==> src/rtl/dispense_pkg.sv <==
// dispense_pkg: shared constants for the drink dispense timer.
// Holds ingredient codes, coffee-type codes, the timer state encoding,
// the default duration width and the prescaler width helper.
package dispense_pkg;

  localparam int DUR_W = 4;

  localparam logic [2:0] ING_AGUA  = 3'd1;
  localparam logic [2:0] ING_CAFE  = 3'd2;
  localparam logic [2:0] ING_MILK  = 3'd3;
  localparam logic [2:0] ING_CHOCO = 3'd4;
  localparam logic [2:0] ING_AZUC  = 3'd5;

  localparam logic [2:0] CTYPE_1 = 3'd1;
  localparam logic [2:0] CTYPE_2 = 3'd2;
  localparam logic [2:0] CTYPE_3 = 3'd3;

  typedef enum logic [1:0] {
    ST_IDLE = 2'd0,
    ST_LOAD = 2'd1,
    ST_RUN  = 2'd2,
    ST_DONE = 2'd3
  } state_e;

  // Bits needed to count 0..presc-1; a one-cycle tick still gets one bit.
  function automatic int preCntWidth(input int presc);
    return (presc > 1) ? $clog2(presc) : 1;
  endfunction

endpackage

==> src/rtl/dispense_recipe_rom.sv <==
// dispense_recipe_rom: combinational recipe table mapping a coffee type and
// an ingredient code to a dispense duration in prescaler ticks. Invalid
// ingredient codes return 0; unknown coffee types use one tick everywhere.
module dispense_recipe_rom #(
  parameter int DUR_W = dispense_pkg::DUR_W
) (
  input  logic [2:0]       c_type_i,
  input  logic [2:0]       ing_type_i,
  output logic [DUR_W-1:0] d_o
);
  import dispense_pkg::*;

  // Table lookup: column chosen by coffee type, row by ingredient.
  always_comb begin
    d_o = '0;
    if (ing_type_i >= ING_AGUA && ing_type_i <= ING_AZUC) begin
      case (c_type_i)
        CTYPE_1: begin
          case (ing_type_i)
            ING_AGUA:  d_o = DUR_W'(3);
            ING_CAFE:  d_o = DUR_W'(4);
            ING_MILK:  d_o = DUR_W'(0);
            ING_CHOCO: d_o = DUR_W'(0);
            default:   d_o = DUR_W'(1);
          endcase
        end
        CTYPE_2: begin
          case (ing_type_i)
            ING_AGUA:  d_o = DUR_W'(2);
            ING_CAFE:  d_o = DUR_W'(2);
            ING_MILK:  d_o = DUR_W'(5);
            ING_CHOCO: d_o = DUR_W'(0);
            default:   d_o = DUR_W'(1);
          endcase
        end
        CTYPE_3: begin
          case (ing_type_i)
            ING_AGUA:  d_o = DUR_W'(2);
            ING_CAFE:  d_o = DUR_W'(2);
            ING_MILK:  d_o = DUR_W'(3);
            ING_CHOCO: d_o = DUR_W'(3);
            default:   d_o = DUR_W'(2);
          endcase
        end
        default: d_o = DUR_W'(1);
      endcase
    end
  end

endmodule

==> src/rtl/dispense_timer.sv <==
// dispense_timer: times one ingredient dispense phase for the brew sequencer.
// A request (start_timer high) latches the ingredient and coffee codes,
// looks up the duration, counts it down in prescaled ticks and emits a
// single t_expired pulse. Dropping start_timer early aborts silently.
// Optional build macro DISPENSE_ZERO_SKIP_EN: a zero duration finishes
// right after LOAD instead of being stretched to one full tick.
module dispense_timer #(
  parameter int PRESCALE = 50000000,
  parameter int DUR_W    = dispense_pkg::DUR_W
) (
  input  logic             clk,
  input  logic             reset,
  input  logic             start_timer,
  input  logic [2:0]       ing_type,
  input  logic [2:0]       c_type,
  output logic             t_expired,
  output logic             busy,
  output logic [DUR_W-1:0] remaining
);
  import dispense_pkg::*;

  localparam int PRE_W = preCntWidth(PRESCALE);
  localparam logic [PRE_W-1:0] PRE_LAST = PRE_W'(PRESCALE - 1);

  state_e           state_q, state_d;
  logic [PRE_W-1:0] preCnt_q, preCnt_d;
  logic [DUR_W-1:0] remain_q, remain_d;
  logic [2:0]       ingType_q, ingType_d;
  logic [2:0]       cType_q, cType_d;
  logic             expired_q, expired_d;
  logic [DUR_W-1:0] romD;
  logic [DUR_W-1:0] loadD;

  dispense_recipe_rom #(
    .DUR_W(DUR_W)
  ) u_rom (
    .c_type_i  (cType_q),
    .ing_type_i(ing_type_q_unused_guard()),
    .d_o       (romD)
  );

  function automatic logic [2:0] ing_type_q_unused_guard();
    return ingType_q;
  endfunction

  // Zero-length durations either finish immediately or count one tick.
  always_comb begin
`ifdef DISPENSE_ZERO_SKIP_EN
    loadD = romD;
`else
    loadD = (romD == '0) ? DUR_W'(1) : romD;
`endif
  end

  // State, prescaler, countdown and latched codes, cleared asynchronously.
  always_ff @(posedge clk or posedge reset) begin
    if (reset) begin
      state_q   <= ST_IDLE;
      preCnt_q  <= '0;
      remain_q  <= '0;
      ingType_q <= '0;
      cType_q   <= '0;
      expired_q <= 1'b0;
    end else begin
      state_q   <= state_d;
      preCnt_q  <= preCnt_d;
      remain_q  <= remain_d;
      ingType_q <= ingType_d;
      cType_q   <= cType_d;
      expired_q <= expired_d;
    end
  end

  // Sequencing: capture codes on request, load the duration, tick it down,
  // pulse once on completion, and abort whenever the request is withdrawn.
  always_comb begin
    state_d   = state_q;
    preCnt_d  = preCnt_q;
    remain_d  = remain_q;
    ingType_d = ingType_q;
    cType_d   = cType_q;
    expired_d = 1'b0;
    case (state_q)
      ST_IDLE: begin
        preCnt_d = '0;
        remain_d = '0;
        if (start_timer) begin
          state_d   = ST_LOAD;
          ingType_d = ing_type;
          cType_d   = c_type;
        end
      end
      ST_LOAD: begin
        preCnt_d = '0;
        if (!start_timer) begin
          state_d  = ST_IDLE;
          remain_d = '0;
        end else begin
          state_d  = ST_RUN;
          remain_d = loadD;
        end
      end
      ST_RUN: begin
        if (!start_timer) begin
          state_d  = ST_IDLE;
          remain_d = '0;
          preCnt_d = '0;
        end else if (remain_q == '0) begin
          state_d   = ST_DONE;
          expired_d = 1'b1;
          preCnt_d  = '0;
        end else if (preCnt_q == PRE_LAST) begin
          preCnt_d = '0;
          remain_d = remain_q - DUR_W'(1);
        end else begin
          preCnt_d = preCnt_q + PRE_W'(1);
        end
      end
      ST_DONE: begin
        remain_d = '0;
        if (!start_timer) begin
          state_d = ST_IDLE;
        end
      end
      default: begin
        state_d  = ST_IDLE;
        preCnt_d = '0;
        remain_d = '0;
      end
    endcase
  end

  // Outputs decode directly from registered state so reset clears them at once.
  always_comb begin
    t_expired = expired_q;
    busy      = (state_q == ST_LOAD) || (state_q == ST_RUN);
    remaining = (state_q == ST_RUN) ? remain_q : '0;
  end

endmodule

==> config.mk <==
export PLATFORM = sky130hd
export DESIGN_NAME = dispense_timer
export DESIGN_NICKNAME = d
export VERILOG_FILES = /design/src/rtl/dispense_pkg.sv /design/src/rtl/dispense_recipe_rom.sv /design/src/rtl/dispense_timer.sv
export SDC_FILE = /design/constraint.sdc
export NUM_CORES = 1
export LEC_CHECK = 0
export BUFFER_PORTS_ARGS = -buffer_cell sky130_fd_sc_hd__buf_2
export CAP_MARGIN = 25
export CORE_ASPECT_RATIO = 2
export CORE_MARGIN = 2
export CORE_UTILIZATION = 55
export CTS_CLUSTER_DIAMETER = 30
export CTS_CLUSTER_SIZE = 30
export DETAILED_ROUTE_END_ITERATION = 12
export PLACE_DENSITY = 0.74
export SLEW_MARGIN = 30
export SYNTH_ARGS = -nofsm -noshare
export SYNTH_HDL_FRONTEND = slang
export SYNTH_SLANG_ARGS = --single-unit
==> constraint.sdc <==
create_clock -name clk -period 3 [get_ports clk]
set_clock_uncertainty 0.05 [all_clocks]
set_input_delay 0.6 -clock clk [delete_from_list [all_inputs] [get_ports clk]]
set_output_delay 0.6 -clock clk [all_outputs]
set_load 0.05 [all_outputs]
==> Word-level counts from Yosys, hierarchy flattened <==
Cells that the tools add are included.
Widths: inputs -> output; s select.
{ "word_totals": {"ff_bits": 39, "input_bits": 9, "output_inout_bits": 6, "wordCells": 64} }
{ "op_classes": {"n_addsub": 2, "order_cmp": 2, "eq_ne": 16, "mux": 25, "n_reduce_logical": 13} }
{ "ops": {"columns": ["op", "count"], "rows": [
  ["$mux 26", 3],
  ["$pmux 26 s2", 1],
  ["$mux 4", 7],
  ["$add 26x1->26 const B", 1],
  ["$eq 26x26->1 const B", 1],
  ["$pmux 4 s3", 2],
  ["$pmux 3 s3", 2],
  ["$eq 3x2->1 const B", 4],
  ["$mux 2", 5],
  ["$ne 3x3->1 const B", 3],
  ["$logic_not 4->1", 2],
  ["$pmux 2 s4", 1],
  ["$reduce_or 2->1", 4],
  ["$eq 3x1->1 const B", 2],
  ["$eq 2x2->1 const B", 2],
  ["$mux 1", 4],
  ["$ne 2x2->1 const B", 2],
  ["$reduce_and 2->1", 2],
  ["$sub 4x1->4 const B", 1],
  ["$eq 3x3->1 const B", 1],
  ["$ge 3x1->1 const B", 1],
  ["$le 3x3->1 const B", 1],
  ["$reduce_and 3->1", 1],
  ["$eq 2x1->1 const B", 1],
  ["4 further kinds", 4]
]} }

==> Logic depth before layout (Yosys ltp) <==
{ "depth": {"word_depth": 9, "depth_mapped": 9, "depth_no_buf": 7} }

==> Modules after synthesis <==
Synthesis repeated with hierarchy kept, for this count alone.
{ "unflattened": {"hier_cells": 264, "hier_area_um2": 2371.0} }
{ "by_module_without_submodules": {"columns": ["mod", "n_inst", "cells_each", "area_per_inst_um2"], "rows": [
  ["dispense_timer", 1, 242, 2233.4],
  ["dispense_recipe_rom", 1, 22, 137.6]
]} }

==> Worst setup path after synthesis <==
No wires, ideal clock.
{ "synth_timing": {"path_type": "reg2reg", "startpoint": "reg preCnt_q[10]", "endpoint": "reg preCnt_q[10]", "arrival_time_ns": 1.810, "slack_ns": 1.019, "path_stages_with_launch": 7, "synth_period_minus_slack_ns": 1.981, "cell_sequence": "dfrtp_1 or4_1 nor3_1 a21oi_1 nor2_1 buf_2 nor2_1"} }
{ "synth_via": {"elab_chain_cells": 5, "word_cells_on_any_way": 6, "cone_classes": "add/sub (1); eq/ne (1); mux (4)"} }
{ "synth_rtl": {"columns": ["element", "line_no", "source"], "rows": [
  ["start, declared", "dispense_timer.sv:26", "logic [PRE_W-1:0] preCnt_q, preCnt_d;"],
  ["start signal, assigned", "dispense_timer.sv:66", "preCnt_q <= preCnt_d;"],
  ["$add 26x1->26 / $eq 26x26->1 (equally long branches)", "dispense_timer.sv:116, dispense_timer.sv:112", null],
  ["$mux 26 *", "dispense_timer.sv:112", "end else if (preCnt_q == PRE_LAST) begin"],
  ["$mux 26 *", "dispense_timer.sv:108", "end else if (remain_q == '0) begin"],
  ["$mux 26 *", "dispense_timer.sv:104", "if (!start_timer) begin"],
  ["$pmux 26 s2 *", "dispense_timer.sv:83", "case (state_q)"]
]} }
Mark *: on every way between the ends. The rest lies on a longest branch, timed or not.
A chain may end at the register's enable or synchronous reset.

==> Worst setup path after layout <==
{ "layout_timing": {"startpoint": "reg state_q[0]", "endpoint": "reg preCnt_q[25]"} }
{ "layout_via": {"elab_chain_cells": 3, "word_cells_on_any_way": 6, "cone_classes": "eq/ne (2); mux (1); reduce/logical (3)"} }
{ "layout_rtl": {"columns": ["element", "line_no", "source"], "rows": [
  ["start, declared", "dispense_timer.sv:25", "state_e state_q, state_d;"],
  ["start signal, assigned", "dispense_timer.sv:65", "state_q <= state_d;"],
  ["$eq 2x1->1 / $logic_not 2->1 (equally long branches)", "dispense_timer.sv:83", null],
  ["$reduce_or 2->1 (no source line)", null, null],
  ["$pmux 26 s2 / $reduce_bool 2->1 (equally long branches)", null, null]
]} }
Parallel ways exist; a longest one is shown, timed or not.

==> run summary <==
The tools report the pin count of the biggest net entering global routing as 40. Setup repair after global routing left no endpoint under its margin. The highest fanout seen on the critical path was 13; the post-layout utilization of the core was 63.3%. The H-tree generated during clock tree synthesis spans 2 levels. The number of cells produced by synthesis came out at 228. Cells with a size suffix above 1 make up 15.7% of the layout. In this design, the stage delay of the slowest critical-path cell is 580 ps. The post-place instance area is 2320 um^2, and the data required time of the critical path is 3170 ps. For this run, design rule violations remaining after detail routing come to 0. The number of design-rule violations left by the first detailed-router iteration was 10; the timing-limited maximum frequency was 423 MHz. Across the VDD grid, the largest voltage drop is 0.000373 V. Global routing used 21.9% of the available tracks.

The distinct cell type count of the synthesized netlist was 40. Gates resized during post-CTS repair numbered 0. For the final routed database, the setup TNS stands at 0 ps. Once the floorplan was initialized, standard cells occupied 57.0% of the core.

The post-synthesis net count is 246, and the worst-skew pair later-pin latency is 300 ps. The number of maximum-capacitance violations is 0, and the share of flip-flops with an asynchronous set or reset is 100%. In this run the static leakage power is 0.00109 uW. For the layout filler cell count, the log shows 353.

For the last weighted congestion value of the routability-driven placer, the log shows 0.811. The final count of hold timing violations came out at 0. The count of port buffers added during placement is 14, and the wire length per cell after detailed routing is 14.3 um. TritonCTS built the clock tree. The run gives 0 as the antenna diode instance count. Number of flops mapped to enable cells by yosys: 0. The number of antenna violations at the first check in global routing is 0.

The logs give 0 for the max-slew violation count and 2 for the number of buffers on the longest clock path. The die footprint was 4530 um^2. The horizontal extent of the die works out to 48.6 um. The logs give 7710 um for the global-route wire length before repair and 2190 um^2 for the post-synth design cell area. The final clock period utilization by the worst path is 78.7%. The worst setup path is launched from a flip-flop. The logs give 1723 for the number of global-route vias before repair and 0 for the number of setup buffers added after CTS. A synthesized cell averages 9.61 um^2. After routing the design area is 2430 um^2. Sum of net half-perimeters after detailed placement: 3170 um. The worst hold path belongs to the class in -> async. The region available for standard cell placement spans 3840 um^2. Once routing completed, OpenROAD measured the worst setup slack at 639 ps. Setup violations remaining at the end of the flow were counted as 0.

Number of optimization iterations in the first detailed-route pass: 4. The power density relative to cell area was 680 nW/um^2. The largest delay contributor family on the critical path was simple AND/OR/NAND/NOR gates.

The remaining global-route overflow came out at 0. The minimum period implied by the final worst setup slack was 2360 ps. Wires add up to 4280 um.

For the worst slew margin relative to its limit, the log shows 55.9%. The critical path is of the reg -> reg type. For the hold buffer count at CTS, the log shows 0. The worst setup path is captured at a flip-flop. During synthesis, Yosys emitted a total of 0 warnings. Worst path buffer plus inverter count: 0.

The signal on the critical path passes through ha_1, nand4b_1, nor4_2, nand4_1, xor2_1, nor2_1. After synthesis, flip-flops and latches occupy 44.5% of the total area. The number of synthesized register bits was 39. After detailed routing, the number of vias per cell comes to 5.59. In this run the vertical extent of the chip is 93.3 um. The run gives 0 as the residual antenna-violating net count after detailed routing. Cell at the root of the clock tree: clkbuf_8. Relative to the synthesized area, the layout overhead comes to 11.1%.

Before CTS, the worst setup slack after placement is 677 ps. For the total clock buffers created by CTS, the log shows 5. The run gives 1670 as the total via count after detailed routing. The run finished with clean final reports.

The total number of placement rows came out at 32. For this run, the post-layout net count is 265. In this run the count of I/O pins placed on the die edge is 15. For this run, the leading register cell type out of synthesis is dfrtp_1. After clock tree synthesis, the clock-pin slew on the worst setup and hold paths is 80 ps.

Data on the critical path arrives at its endpoint at 2530 ps. For this design, the slowest cell found on the critical path is nor4_2. In the layout the commonest cells are dfrtp_1 (39), nor2_1 (34), nand2_1 (21). The design draws 1660 uW.

Leaving out fill and tap cells, the most frequent cell in the layout is dfrtp_1. The tree built by TritonCTS fans out to 39 sinks. At the pin with the least slew margin, the transition time is 657 ps.
power by group:
group          switching [uW]  total [uW]  leakage [uW]  internal, uW
Clock                     188         435     0.0000581           248
Sequential               84.7         681      0.000528           596
Combinational             324         540      0.000505           216
path summary, 6_finish.rpt:
check	depth (start not counted)	slack [ps]	end	start
setup / recovery	6	640	preCnt_q[25]$_DFFE_PP0P_	state_q[0]$_DFFE_PP0P_
hold / removal	3	350	cType_q[0]$_DFFE_PP0P_	reset
setup reg to reg	6	640	preCnt_q[25]$_DFFE_PP0P_	state_q[0]$_DFFE_PP0P_
hold reg to reg	2	490	preCnt_q[1]$_DFFE_PP0P_	preCnt_q[1]$_DFFE_PP0P_
max in group asynchronous	3	2210	preCnt_q[0]$_DFFE_PP0P_	reset
min in group clk	2	480	cType_q[1]$_DFFE_PP0P_	c_type[1]
synth_stat cells, types with 2 or more instances:
master | instances | area [um^2]
or3b_2 | 2 | 17.5
nand4_1 | 5 | 31.3
dfrtp_1 | 39 | 976
o21ai_0 | 9 | 45.0
nand4b_1 | 3 | 26.3
buf_2 | 2 | 10.0
nor3_1 | 4 | 20.0
or3_1 | 3 | 18.8
clkbuf_1 | 2 | 7.51
mux2_2 | 7 | 78.8
a21oi_1 | 6 | 30.0
nand3_1 | 11 | 55.1
and2_1 | 7 | 43.8
a31oi_1 | 2 | 12.5
nand3b_1 | 2 | 15.0
xor2_1 | 16 | 140
nand2_1 | 21 | 78.8
inv_1 | 10 | 37.5
nor4_1 | 3 | 18.8
xnor2_1 | 6 | 52.6
nor4_2 | 2 | 25.0
ha_1 | 9 | 113
and3_1 | 4 | 25.0
or4_1 | 2 | 15.0
nor2_1 | 34 | 128
nand2b_1 | 2 | 12.5
o211ai_1 | 2 | 15.0
per-layer routing:
metal | up-vias | GRT usage [%] | wire [um]
met1 | 812 | 23.5 | 1660
li1 | 832 | - | -
met2 | 17 | 41.7 | 2440
met4 | 0 | 10.0 | 105
met3 | 9 | 2.56 | 72
met5 | - | 0 | 0
area by class of cell:
type | count | area [um^2] | area share (%)
clock buffers | 5 | 68.8 | 2.83
clock inverters | 3 | 43.8 | 1.80
inverters | 10 | 37.5 | 1.54
multi-input cells | 175 | 1160 | 47.6
flip-flops and latches | 39 | 976 | 40.1
well taps | 51 | 63.8 | 2.62
repair buffers | 16 | 85.1 | 3.49
worst min-delay path, stage by stage:
cell and delay (ps):
buf_2 90, inv_1 40, buf_4 410
registers in the layout (all words and copies together), names as in the netlist:
signal	cells
cType_q	3
ingType_q	3
preCnt_q	26
remain_q	4
state_q	2
t_expired	1
stage by stage:
stage          cells  hold WS [ps]
5_1_grt          299           409
6_report         299           347
3_5_place_dp     291           489
4_1_cts          299           368
3_3_place_gp     291           472
2_1_floorplan    228           428
cell families (layout without fill, tap and decap cells):
| kind of cell | count (synthesis) | count (layout) | share of synthesized area, % |
|---|---|---|---|
| buffers and inverters | 14 | 34 | 2.51 |
| AO/OA/AOI/OAI | 25 | 25 | 7.08 |
| AND/OR/NAND/NOR | 112 | 112 | 28.3 |
| XOR/XNOR | 22 | 22 | 8.79 |
| multiplexers | 7 | 7 | 3.60 |
| adder cells (fa/ha/maj) | 9 | 9 | 5.14 |
| flip-flops | 39 | 39 | 44.5 |
Power figures use the tool's default switching activity.
